--- src/rtl/dxt_pkg.sv ---
// Shared types and helpers for the DAT/DCT table arbiter.
package dxt_pkg;

    typedef enum logic [1:0] {
        DXT_IDLE  = 2'd0,
        DXT_PEND  = 2'd1,
        DXT_SW_RD = 2'd2
    } dxt_arb_state_e;

    localparam int unsigned DXT_MAX_BURST_W = 4;

    // Widest RAM word the lane helper can slice; callers zero-extend into it.
    localparam int unsigned DXT_LANE_MAX_W = 512;

    // Pick 32-bit lane `word` out of a (zero-extended) RAM word.
    function automatic logic [31:0] dxt_lane_sel(input logic [DXT_LANE_MAX_W-1:0] data,
                                                 input logic [3:0]                word);
        return data[32'(word) * 32 +: 32];
    endfunction

endpackage

--- src/rtl/dxt_arbiter.sv ---
// Arbitrates one single-port table RAM between the I3C controller and CSR software,
// with a bounded hardware burst so a pending software access cannot starve.
module dxt_arbiter
    import dxt_pkg::*;
#(
    parameter int unsigned WIDTH        = 64,
    parameter int unsigned DEPTH        = 128,
    parameter bit          SW_WRITABLE  = 1'b1,
    parameter int unsigned MAX_HW_BURST = 4,
    localparam int unsigned IW = $clog2(DEPTH),
    localparam int unsigned NW = WIDTH / 32,
    localparam int unsigned AW = $clog2(DEPTH * WIDTH / 8)
) (
    input  logic             clk_i,
    input  logic             rst_i,
    input  logic             hw_req_i,
    input  logic             hw_we_i,
    input  logic [IW-1:0]    hw_index_i,
    input  logic [WIDTH-1:0] hw_wdata_i,
    output logic             hw_gnt_o,
    output logic             hw_rvalid_o,
    output logic [WIDTH-1:0] hw_rdata_o,
    input  logic             sw_req_i,
    input  logic             sw_req_is_wr_i,
    input  logic [AW-1:0]    sw_addr_i,
    input  logic [31:0]      sw_wr_data_i,
    output logic [31:0]      sw_rd_data_o,
    output logic             sw_rd_ack_o,
    output logic             sw_wr_ack_o,
    output logic             mem_req_o,
    output logic             mem_write_o,
    output logic [IW-1:0]    mem_addr_o,
    output logic [WIDTH-1:0] mem_wdata_o,
    output logic [WIDTH-1:0] mem_wmask_o,
    input  logic [WIDTH-1:0] mem_rdata_i
);

    localparam int unsigned BW = $clog2(WIDTH / 8);
    localparam int unsigned WW = BW - 2;
    localparam logic [DXT_MAX_BURST_W-1:0] BURST_MAX = DXT_MAX_BURST_W'(MAX_HW_BURST);

    dxt_arb_state_e              state_q,   state_d;
    logic [DXT_MAX_BURST_W-1:0]  streak_q,  streak_d;
    logic                        is_wr_q,   is_wr_d;
    logic [IW-1:0]               index_q,   index_d;
    logic [WW-1:0]               word_q,    word_d;
    logic [31:0]                 wdata_q,   wdata_d;
    logic                        hw_rvalid_q, hw_rvalid_d;
    logic [31:0]                 rd_data_q, rd_data_d;
    logic                        rd_ack_q,  rd_ack_d;
    logic                        wr_ack_q,  wr_ack_d;

    logic                        sw_sel_s;
    logic                        hw_gnt_s;
    logic [WIDTH-1:0]            lane_mask_s;
    logic                        unused_addr_bits;

    assign unused_addr_bits = ^sw_addr_i[1:0];

    // Software wins only once the hardware streak has hit the burst limit.
    assign sw_sel_s = (state_q == DXT_PEND) && !rst_i &&
                      (!hw_req_i || (streak_q == BURST_MAX));
    assign hw_gnt_s = hw_req_i && !sw_sel_s && !rst_i;

    // One all-ones 32-bit lane at the captured word position.
    always_comb begin
        lane_mask_s = '0;
        for (int i = 0; i < int'(NW); i++) begin
            if (word_q == WW'(i)) begin
                lane_mask_s[i*32 +: 32] = 32'hFFFF_FFFF;
            end else begin
                lane_mask_s[i*32 +: 32] = 32'h0000_0000;
            end
        end
    end

    // RAM strobe mux: hardware grant, software read, software write, or nothing.
    always_comb begin
        mem_req_o   = 1'b0;
        mem_write_o = 1'b0;
        mem_addr_o  = '0;
        mem_wdata_o = '0;
        mem_wmask_o = '0;
        if (hw_gnt_s) begin
            mem_req_o   = 1'b1;
            mem_write_o = hw_we_i;
            mem_addr_o  = hw_index_i;
            mem_wdata_o = hw_wdata_i;
            mem_wmask_o = '1;
        end else if (sw_sel_s && !is_wr_q) begin
            mem_req_o   = 1'b1;
            mem_addr_o  = index_q;
        end else if (sw_sel_s && SW_WRITABLE) begin
            mem_req_o   = 1'b1;
            mem_write_o = 1'b1;
            mem_addr_o  = index_q;
            mem_wdata_o = {NW{wdata_q}};
            mem_wmask_o = lane_mask_s;
        end else begin
            mem_req_o   = 1'b0;
        end
    end

    // Next-state, capture and ack logic for the software path.
    always_comb begin
        state_d     = state_q;
        streak_d    = '0;
        is_wr_d     = is_wr_q;
        index_d     = index_q;
        word_d      = word_q;
        wdata_d     = wdata_q;
        rd_data_d   = rd_data_q;
        rd_ack_d    = 1'b0;
        wr_ack_d    = 1'b0;
        hw_rvalid_d = hw_gnt_s && !hw_we_i;
        case (state_q)
            DXT_IDLE: begin
                if (sw_req_i) begin
                    is_wr_d = sw_req_is_wr_i;
                    index_d = sw_addr_i[AW-1:BW];
                    word_d  = sw_addr_i[BW-1:2];
                    wdata_d = sw_wr_data_i;
                    state_d = DXT_PEND;
                end else begin
                    state_d = DXT_IDLE;
                end
            end
            DXT_PEND: begin
                if (sw_sel_s) begin
                    state_d  = is_wr_q ? DXT_IDLE : DXT_SW_RD;
                    wr_ack_d = is_wr_q;
                    streak_d = '0;
                end else if (hw_gnt_s && (streak_q != BURST_MAX)) begin
                    streak_d = streak_q + 4'd1;
                end else begin
                    streak_d = streak_q;
                end
            end
            DXT_SW_RD: begin
                rd_data_d = dxt_lane_sel(DXT_LANE_MAX_W'(mem_rdata_i), 4'(word_q));
                rd_ack_d  = 1'b1;
                state_d   = DXT_IDLE;
            end
            default: begin
                state_d = DXT_IDLE;
            end
        endcase
    end

    // State and output registers.
    always_ff @(posedge clk_i) begin
        if (rst_i) begin
            state_q     <= DXT_IDLE;
            streak_q    <= '0;
            is_wr_q     <= 1'b0;
            index_q     <= '0;
            word_q      <= '0;
            wdata_q     <= 32'h0000_0000;
            hw_rvalid_q <= 1'b0;
            rd_data_q   <= 32'h0000_0000;
            rd_ack_q    <= 1'b0;
            wr_ack_q    <= 1'b0;
        end else begin
            state_q     <= state_d;
            streak_q    <= streak_d;
            is_wr_q     <= is_wr_d;
            index_q     <= index_d;
            word_q      <= word_d;
            wdata_q     <= wdata_d;
            hw_rvalid_q <= hw_rvalid_d;
            rd_data_q   <= rd_data_d;
            rd_ack_q    <= rd_ack_d;
            wr_ack_q    <= wr_ack_d;
        end
    end

    assign hw_gnt_o     = hw_gnt_s;
    assign hw_rvalid_o  = hw_rvalid_q;
    assign hw_rdata_o   = hw_rvalid_q ? mem_rdata_i : '0;
    assign sw_rd_data_o = rd_data_q;
    assign sw_rd_ack_o  = rd_ack_q;
    assign sw_wr_ack_o  = wr_ack_q;

endmodule

--- config.mk ---
export PLATFORM = sky130hd
export DESIGN_NAME = dxt_arbiter
export DESIGN_NICKNAME = d
export VERILOG_FILES = /design/src/rtl/dxt_pkg.sv /design/src/rtl/dxt_arbiter.sv
export SDC_FILE = /design/constraint.sdc
export NUM_CORES = 1
export LEC_CHECK = 0
export ABC_AREA = 1
export BUFFER_PORTS_ARGS = -buffer_cell sky130_fd_sc_hd__buf_2
export CAP_MARGIN = 15
export CORE_AREA = 4 4 162 164
export CTS_CLUSTER_DIAMETER = 30
export DETAILED_ROUTE_END_ITERATION = 6
export DIE_AREA = 0 0 166 168
export GPL_ROUTABILITY_DRIVEN = 0
export MAX_ROUTING_LAYER = met4
export PLACE_DENSITY = 0.59
export SETUP_SLACK_MARGIN = 0.5
export SYNTH_ARGS = -nofsm -noshare
export SYNTH_HDL_FRONTEND = slang
export SYNTH_SLANG_ARGS = --single-unit
--- constraint.sdc ---
create_clock -name clk_i -period 6.5 [get_ports clk_i]
set_input_delay 0.65 -clock clk_i [delete_from_list [all_inputs] [get_ports clk_i]]
set_output_delay 0.65 -clock clk_i [all_outputs]
set_load 0.02 [all_outputs]
==> impl_results.md, run 1 <==
* Die H at 168 um
* Setup tns final at 0 ns
* Core area at 0.0249 mm^2
* Most common cell after layout, fill and taps aside: buf_2
* Unique cell type count in the Yosys netlist at 19
* Power Density at 191 mW/mm^2
* Antenna violations before repair at 4
* Die width at 166 um
* CP Data Arrival Time at 2.52 ns
* Min setup slack post-route at 3.33 ns
* First-pass GRT wire length at 32.5 mm
* RSZ-0062 raised after global routing: false
* Depth of the CTS H-tree at 3
* Largest stage delay on the critical path at 0.55 ns
* Worst-margin pin slew at 1.11 ns
* PortBufs at 417
* Initial cell density of the core at 0.209
* Pin count of the biggest net entering global routing at 75
* Postcts setup bufs at 0
* Most frequent cells in the layout: 417 x buf_2, 211 x nand2_1, 123 x nor2_1
* Placed instance count at 1482
* Antenna Nets Post-Route at 0
* Hold_buf cts at 0
* Number of global-route vias before repair at 6110
* DR pass1 iterations at 5
* Net Count, Synth at 1035
* Die area at 0.0279 mm^2
* Worst path bufs/invs at 3
* Max rail drop VDD at 0.000137 V
* Tcrit/Tclk final at 0.488
* GR Util All Layers at 0.148
* Post-Route Skew at 0.00762 ns
* DR vias at 6410
* Final core occ at 0.293
* Top Family by Delay on Critical Path: simple AND/OR/NAND/NOR gates
* Crit path capture type: primary output
* Fmax at 0.315 GHz
* Max_slew headroom at 0.260
* CP Max Fanout at 41
* Place WS at 3.21 ns
* Final nets at 1349
* DRT iter0 DRCs at 157
* Clk Latency, worst-skew pair at 0.34 ns
* WL final at 21.3 mm
* Syn avg cell area at 6.11 um^2
* Leak Pwr at 4.58 nW
* Data required time of the worst path at 5.85 ns
* Cell Rows at 58
* I/O pin cnt at 420
* Total Power at 0.00140 W
* Hpwl dp at 16.4 mm
* Cell count after synthesis at 850
* Critical Path Slowest Stage Cell: nand2_1
* Final setup viols at 0
* HP Class: flip-flop to flip-flop
* Grt ovf at 0
* Post-Syn Area at 0.00519 mm^2
* Final Hold Fails at 0
* Crit Path Category: flip-flop to primary output
* Layout cells sized above 1 at 0.387
* Clock-pin slew on the worst setup and hold paths at 0.07 ns
* CTS Buf Count at 9
* Worst path cell trace: inv_1, ha_1, nand3_1, nand2_2, buf_4, nand4_1, nand2_1, buf_2
* # resized after CTS at 0
* Vias per cell at 4.27
* CTS tree: built
* Max_cap viols at 0
* Fin cells at 1502
* Wire length per cell at 14.2 um
* Area Overhead vs Synth at 40.6%
* Root buffer cell: clkbuf_16
* Final slew viol count at 0
* CTS sink count at 82
* Sequential share of the synthesized area at 0.316
* Drt drc at 0
* Synth Register Bits at 82
* Outcome: finished, final reports clean
* Clock Tree Buf Depth at 2
* Worst setup SP type: flip-flop
* Synth warnings at 0
* Min Tclk post-route at 3.17 ns
synthesized netlist by cell type:
master | instances | area share
xnor2_1 | 1 | 0.0017
nor2_4 | 1 | 0.0022
buf_2 | 28 | 0.027
buf_1 | 2 | 0.0014
nor3_1 | 1 | 0.00096
buf_4 | 62 | 0.090
buf_6 | 6 | 0.013
dfxtp_1 | 82 | 0.32
nand4_1 | 34 | 0.041
nor2_2 | 1 | 0.0012
clkbuf_1 | 28 | 0.020
o21ai_0 | 74 | 0.071
nand2_1 | 213 | 0.15
nand3_1 | 83 | 0.080
a21oi_1 | 32 | 0.031
inv_2 | 2 | 0.0014
inv_1 | 75 | 0.054
nor2_1 | 123 | 0.089
ha_1 | 2 | 0.0048
through the flow:
step | hold WS [ns] | instance area, um^2
2_1_floorplan | 0.430 | 5190
3_3_place_gp | 0.446 | 7000
3_5_place_dp | 0.458 | 7000
4_1_cts | 0.475 | 7260
5_1_grt | 0.499 | 7300
6_report | 0.477 | 7300
report_power, final:
part / internal [W] / switching (W) / leakage, nW / total, W
Sequential: 0.000535 / 0.0000216 / 0.673 / 0.000556
Combinational: 0.000126 / 0.000239 / 3.79 / 0.000365
Clock: 0.000254 / 0.000222 / 0.127 / 0.000476
Total: 0.000915 / 0.000482 / 4.58 / 0.00140
cell families after synthesis:
kind of cell / after synthesis / share of synthesized area
AOI/OAI and AO/OA: 106 / 0.102
xor gates and xnor gates: 1 / 0.00169
adders and majority gates: 2 / 0.00482
buffers and inverters: 203 / 0.207
DFF: 82 / 0.316
and+or+nand+nor: 456 / 0.368
sequential cells by signal, summed over array words and instances (netlist names):
register,count
word_q,1
sw_rd_ack_o,1
state_q,2
hw_rvalid_o,1
sw_rd_data_o,32
sw_wr_ack_o,1
index_q,7
wdata_q,32
streak_q,4
is_wr_q,1
per-layer routing:
| layer | track usage | part of all wire |
|---|---|---|
| met1 | 0.167 | 0.41 |
| met2 | 0.254 | 0.48 |
| met5 | - | 0 |
| met3 | 0.0347 | 0.076 |
| met4 | 0.0570 | 0.031 |
worst paths after layout:
kind	start	end	slack (ns)	depth (start not counted)
worst max-delay path	streak_q[0]	mem_wmask_o[44]	3.33	8
worst min-delay path	streak_q[0]	streak_q[0]	0.48	1
worst max register to register	streak_q[0]	state_q[1]	4.85	7
worst min register to register	streak_q[0]	streak_q[0]	0.48	1
area by class of cell:
cell class | count | area (um^2)
sequential | 82 | 1640
clock inverter | 6 | 35.0
inverter | 77 | 289
antenna | 4 | 10.0
timing repair buffer | 429 | 2200
fill | 2807 | 17600
tap | 330 | 413
multi-input combinational | 565 | 2490
clock buffer | 9 | 225
Power figures use the tool's default switching activity.
==> run 2: changes to the inputs <==
- ABC_AREA: 1 -> 0
- CORE_AREA: 4 4 162 164 -> 4 4 159 161
- DIE_AREA: 0 0 166 168 -> 0 0 163 165
- PLACE_DENSITY: 0.59 -> 0.61
- clock period: 6.5 -> 2.9 ns (I/O delays scaled with it)
==> run 2 against run 1 <==
Effect of this change: wire length is 6.4% higher; synthesized cell count is 37% lower; largest power group unchanged; synthesized area is 6.6% lower; utilization is 3.2 points higher; critical path type unchanged; via count is 17% lower; global-route usage is 0.19 points higher; highest routed layer unchanged; critical endpoint is now mem_wdata_o[0]; sequential cell count stayed put.
==> impl_results.md, run 2 <==
* Outcome: finished, final reports clean
* Synth Register Bits at 82 (unchanged)
* Post-synthesis simple-gate area fraction at 0.161 (-0.207)
* Post-Route Skew at 0.00758 ns (-0.0000399 ns)
* Syn avg cell area at 9.00 um^2 (+47%)
* Top cells by area, synth: dfxtp_1 34%, mux2i_1 15%, a22o_1 13%, buf_4 9.7%, and2_1 8.4%
* Synth warnings at 0 (unchanged)
* Cell Rows at 57 (-1.7%)
* Area leader, netlist: dfxtp_1
* CTS sink count at 82 (unchanged)
* Max_cap viols at 0 (unchanged)
* Core area at 0.0240 mm^2 (-3.7%)
* Post-synthesis xor/xnor area fraction at 0.00181 (+0.000118)
* Clock Tree Buf Depth at 2 (unchanged)
* Fmax at 0.417 GHz
* Depth of the CTS H-tree at 3 (unchanged)
* Power Density at 426 mW/mm^2 (+120%)
* Number of global-route vias before repair at 4931 (-19%)
* Cell count after synthesis at 539 (-37%)
* Antenna violations before repair at 4 (unchanged)
* WL final at 22.7 mm (+6.4%)
* Die area at 0.0269 mm^2 (-3.6%)
* CP Max Fanout at 6 (-85%)
* GR Util All Layers at 0.149 (+0.00186)
* PortBufs at 417 (unchanged)
* Hpwl dp at 15.0 mm (-8.7%)
* Net Count, Synth at 724 (-30%)
* Antenna Nets Post-Route at 0 (unchanged)
* Area Overhead vs Synth at 60.4%
* Pin count of the biggest net entering global routing at 66 (-12%)
* Main combinational cell family by area after synthesis: compound AO/OA/AOI/OAI gates
* Final Cell Area at 0.00778 mm^2 (+6.6%)
* Data required time of the worst path at 2.61 ns (-3.24 ns)
* Worst setup SP type: flip-flop
* Grt ovf at 0 (unchanged)
* Drt drc at 0 (unchanged)
* Crit Path Category: flip-flop to primary output
* Place WS at 0.244 ns (-2.97 ns)
* CTS Buf Count at 9 (unchanged)
* I/O pin cnt at 420 (unchanged)
* First-pass GRT wire length at 29.4 mm (-9.7%)
* Clk Latency, worst-skew pair at 0.34 ns (about the same)
* Wire length per cell at 18.5 um (+30%)
* EDFF count, synth at 0 (unchanged)
* Synth Flop Type: dfxtp_1
* Synth top area share at 0.338 (+0.0222)
* Max rail drop VDD at 0.000292 V (+110%)
* DRT iter0 DRCs at 245 (+56%)
* Post-Syn Area at 0.00485 mm^2 (-6.6%)
* DR pass1 iterations at 4 (-1)
* Post-synthesis compound-gate area fraction at 0.192 (+0.0894)
* Post-synthesis mux area share at 0.151 (+0.151)
* HP Class: primary input to flip-flop
* Most frequent cells in the layout: 349 x buf_2, 78 x dfxtp_1, 77 x buf_4
* Initial cell density of the core at 0.202 (-0.00612)
* Sequential share of the synthesized area at 0.338 (+0.0222)
* CP startpoint: streak_q[1]
* Adder-cell share of the synthesized area at 0.00516 (+0.000338)
* Most common cell after layout, fill and taps aside: buf_2
* Setup tns final at 0 ns (unchanged)
* CP Data Arrival Time at 2.11 ns (-0.41 ns)
* Tcrit/Tclk final at 0.827
* CTS tree: built
* Most frequent cell after synthesis: dfxtp_1
* Worst-margin pin slew at 0.629 ns (-0.481 ns)
* Post-synth top cells: 82 x dfxtp_1, 76 x nor2_1, 73 x mux2i_1
* Final setup viols at 0 (unchanged)
* Final nets at 1085 (-20%)
* DR vias at 5330 (-17%)
* RSZ-0062 raised after global routing: true
* Leak Pwr at 3.96 nW (-14%)
* Final core occ at 0.325 (+0.0316)
* Min Tclk post-route at 2.40 ns
* Vias per cell at 4.33 (+1.5%)
* Final slew viol count at 0 (unchanged)
* Worst R2R Start: state_q[0]
* Die width at 163 um (-1.8%)
* Origin of the worst min-delay path: hw_we_i
* Die H at 165 um (-1.8%)
* Min setup slack post-route at 0.502 ns (-2.82 ns)
* Layout cells sized above 1 at 0.544 (+0.157)
* Clock-pin slew on the worst setup and hold paths at 0.07 ns (about the same)
* Crit path capture type: primary output
* Max_slew headroom at 0.581 (+0.321)
* Unique cell type count in the Yosys netlist at 28 (+9)
* Async S/R FF share, synth at 0 (unchanged)
* Hold_buf cts at 0 (unchanged)
* Hold Slack at 0.132 ns (-0.345 ns)
* Instance area after placement at 0.00675 mm^2 (-3.5%)
* Final Hold Fails at 0 (unchanged)
* Root buffer cell: clkbuf_16
[run 2: final timing paths]
path / slack [ns] / end / cells after the start
worst min register to register: 0.47 / streak_q[3] / 2
worst max register to register: 1.36 / hw_rvalid_o / 4
worst min-delay path: 0.13 / hw_rvalid_o / 2
worst max-delay path: 0.50 / mem_wdata_o[0] / 10
[run 2: per-stage QoR]
step	total power [W]	cells
floorplan	0.00177	539
finish	0.00332	1230
detailed placement	0.00203	1182
global route	0.00349	1230
global placement	0.00202	1182
CTS	0.00334	1220
[run 2: area by class of cell]
type	instances	area (um^2)
fillers	2475	16200
multi-input cells	353	2710
repair buffers	448	2680
flip-flops and latches	82	1650
well taps	324	405
clock buffers	10	239
clock inverters	6	72.6
inverters	6	22.5
diodes	1	2.50
[run 2: power breakdown]
part	switching, W	internal, W
combinational	0.000475	0.000369
clock	0.000531	0.000702
sequential	0.0000561	0.00119
[run 2: cell families (layout without fill, tap and decap cells)]
kind of cell,after synthesis,in the layout
AND/OR/NAND/NOR,155,155
buffers and inverters,115,470
AO/OA/AOI/OAI,111,122
flip-flops,82,82
multiplexers,73,73
adder cells (fa/ha/maj),2,2
XOR/XNOR,1,1
other,0,1
[run 2: timing repair]
| item | 4_1_cts | 5_1_grt |
|---|---|---|
| pin swaps | 6 | 7 |
| setup endpoints to repair | 137 | 136 |
| resized for setup | 53 | 58 |
| setup buffers | 13 | 1 |
| gates cloned | 9 | 8 |
[run 2: worst max-delay path, stage by stage (launching register included)]
cell	delay, ns
dfxtp_2	0.33
inv_2	0.07
ha_4	0.13
nand3b_1	0.10
buf_6	0.15
a211oi_4	0.21
buf_6	0.16
buf_4	0.17
clkbuf_16	0.17
a22o_1	0.14
buf_4	0.14
[run 2: metal layers]
layer  routed length [um]  vias up  GRT usage
met5                    0        -          -
met4                  250        0     0.0408
met3                 1660       15     0.0312
met2                11400      273      0.259
met1                 9370     2457      0.176
li1                     -     2585          -
==> run 3: changes to the inputs <==
- clock period: 2.9 -> 2 ns (I/O delays scaled with it)
==> run 3 against run 2 <==
Effect of this change: the flow now finishes with violations (setup timing); non-clock buffer count grew 33; global-route usage is essentially flat; clock power grew 38%; wire length grew 5.5%; largest cell class is now non-clock buffers; highest routed layer unchanged.
==> impl_results.md, run 3 (same netlist as run 2, synthesis figures left out) <==
* Number of global-route vias before repair at 5165 (+4.7%)
* DR pass1 iterations at 5 (+1)
* Max_cap viols at 0 (unchanged)
* Power Density at 545 mW/mm^2 (+28%)
* Die area at 0.0269 mm^2 (unchanged)
* CTS tree: built
* Die H at 165 um (unchanged)
* CTS Buf Count at 9 (unchanged)
* Failing checks: setup timing
* Min setup slack post-route at -0.279 ns (-0.781 ns)
* Min Tclk post-route at 2.28 ns
* Grt ovf at 0 (unchanged)
* CP dominant cell by count: buf_2
* Crit Path Category: flip-flop to primary output
* Final Hold Fails at 0 (unchanged)
* Post-Route Skew at 0.00997 ns (+0.00239 ns)
* CP Data Arrival Time at 2.08 ns (-0.03 ns)
* Max_slew headroom at 0.586 (+0.00494)
* Depth of the CTS H-tree at 3 (unchanged)
* Layout cells sized above 1 at 0.628 (+0.0844)
* I/O pin cnt at 420 (unchanged)
* Setup tns final at -30.86 ns (-30.86 ns)
* Worst setup SP type: flip-flop
* Final nets at 1114 (+2.7%)
* Worst-margin pin slew at 0.621 ns (-0.00741 ns)
* Total Power at 0.00511 W (+54%)
* Clock-pin slew on the worst setup and hold paths at 0.06 ns (about the same)
* GR Util All Layers at 0.149 (-0.000184)
* Clock Tree Buf Depth at 2 (unchanged)
* Leak Pwr at 4.62 nW (+17%)
* Area Overhead vs Synth at 93.2%
* DR vias at 5493 (+3.1%)
* Max rail drop VDD at 0.000297 V (+1.7%)
* RSZ-0062 raised after global routing: true
* Outcome: complete, but fails checks
* Fillcell total at 2358 (-4.7%)
* CP Max Fanout at 8 (+2)
* Data required time of the worst path at 1.80 ns (-0.81 ns)
* Most common cell after layout, fill and taps aside: buf_2
* Final setup viols at 137 (+137)
* First-pass GRT wire length at 29.6 mm (+0.87%)
* DRT iter0 DRCs at 223 (-9.0%)
* Fmax at 0.439 GHz
* Initial cell density of the core at 0.202 (unchanged)
* Core area at 0.0240 mm^2 (unchanged)
* Die width at 163 um (unchanged)
* Root buffer cell: clkbuf_16
* Antenna Nets Post-Route at 0 (unchanged)
* CTS sink count at 82 (unchanged)
* Tcrit/Tclk final at 1.14
* PortBufs at 417 (unchanged)
* Hold_buf cts at 0 (unchanged)
* Drt drc at 0 (unchanged)
* Cell Rows at 57 (unchanged)
* Vias per cell at 4.36 (+0.68%)
* Wire length per cell at 19.0 um (+3.0%)
* Worst path cell trace: or3b_4, a211oi_4, buf_4, buf_2, a21o_4, buf_2
* Most frequent cells in the layout: 273 x buf_2, 106 x buf_6, 76 x nor2_1, 76 x dfxtp_1, 71 x mux2i_1
* Clk Latency, worst-skew pair at 0.34 ns (about the same)
* WL final at 24.0 mm (+5.5%)
* Crit path capture type: primary output
* Largest stage delay on the critical path at 0.42 ns (+0.09 ns)
* Hpwl dp at 15.4 mm (+2.8%)
* Pin count of the biggest net entering global routing at 54 (-18%)
* HP Class: primary input to flip-flop
* Antenna violations before repair at 1 (-3)
* Critical Path Slowest Stage Cell: or3b_4
* Final slew viol count at 0 (unchanged)
==> run 3: final timing paths <==
path / start / slack [ns] / endpoint / depth (start not counted)
setup / recovery: state_q[0] / -0.28 / mem_wmask_o[34] / 6
hold / removal: hw_we_i / 0.07 / hw_rvalid_o / 2
setup reg to reg: state_q[0] / 0.29 / hw_rvalid_o / 6
hold reg to reg: streak_q[3] / 0.47 / streak_q[3] / 2
==> run 3: worst max-delay path, delay by kind of cell (launching register included) <==
kind / cells / cell delay [ns]
buf+inv: 3 / 0.56
compound gates: 2 / 0.44
simple gates: 1 / 0.42
flops: 1 / 0.32
==> run 3: power by group <==
| part | internal (W) | switching (W) | total (W) |
|---|---|---|---|
| Combinational | 0.000804 | 0.000785 | 0.00159 |
| Sequential | 0.00172 | 0.0000955 | 0.00182 |
| Clock | 0.000999 | 0.000705 | 0.00170 |
==> run 3: metal layers <==
metal | wire, um | track usage
met5 | 0 | -
met3 | 1860 | 0.0334
met1 | 9010 | 0.169
met4 | 178 | 0.0355
met2 | 12900 | 0.269
==> run 3: layout make-up <==
class                   instances  area (um^2)  share of cell area
flip-flops and latches         82         1650               0.176
well taps                     324          405              0.0432
repair buffers                481         3850               0.411
clock inverters                 4         51.3             0.00547
multi-input cells             349         3140               0.335
diodes                          2         5.00            0.000534
inverters                       6         22.5             0.00240
clock buffers                  11          243              0.0259
==> run 3: what timing repair did <==
item,in CTS,in global routing
setup endpoints to repair,231,196
gates cloned,11,19
setup buffers,9,7
resized for setup,154,142
pin swaps,10,11
==> run 3: stage by stage <==
step | worst slack (ns) | utilization | hold slack (ns) | instance area, um^2 | cells
global placement | 0.0434 | 0.311 | 0.401 | 7450 | 1196
floorplan | 0.143 | - | 0.272 | 5380 | 539
CTS | -0.289 | 0.355 | 0.0287 | 8500 | 1231
finish | -0.279 | 0.391 | 0.0682 | 9370 | 1259
global route | -0.369 | 0.391 | 0.0547 | 9370 | 1258
detailed placement | 0.00562 | 0.311 | 0.409 | 7450 | 1196
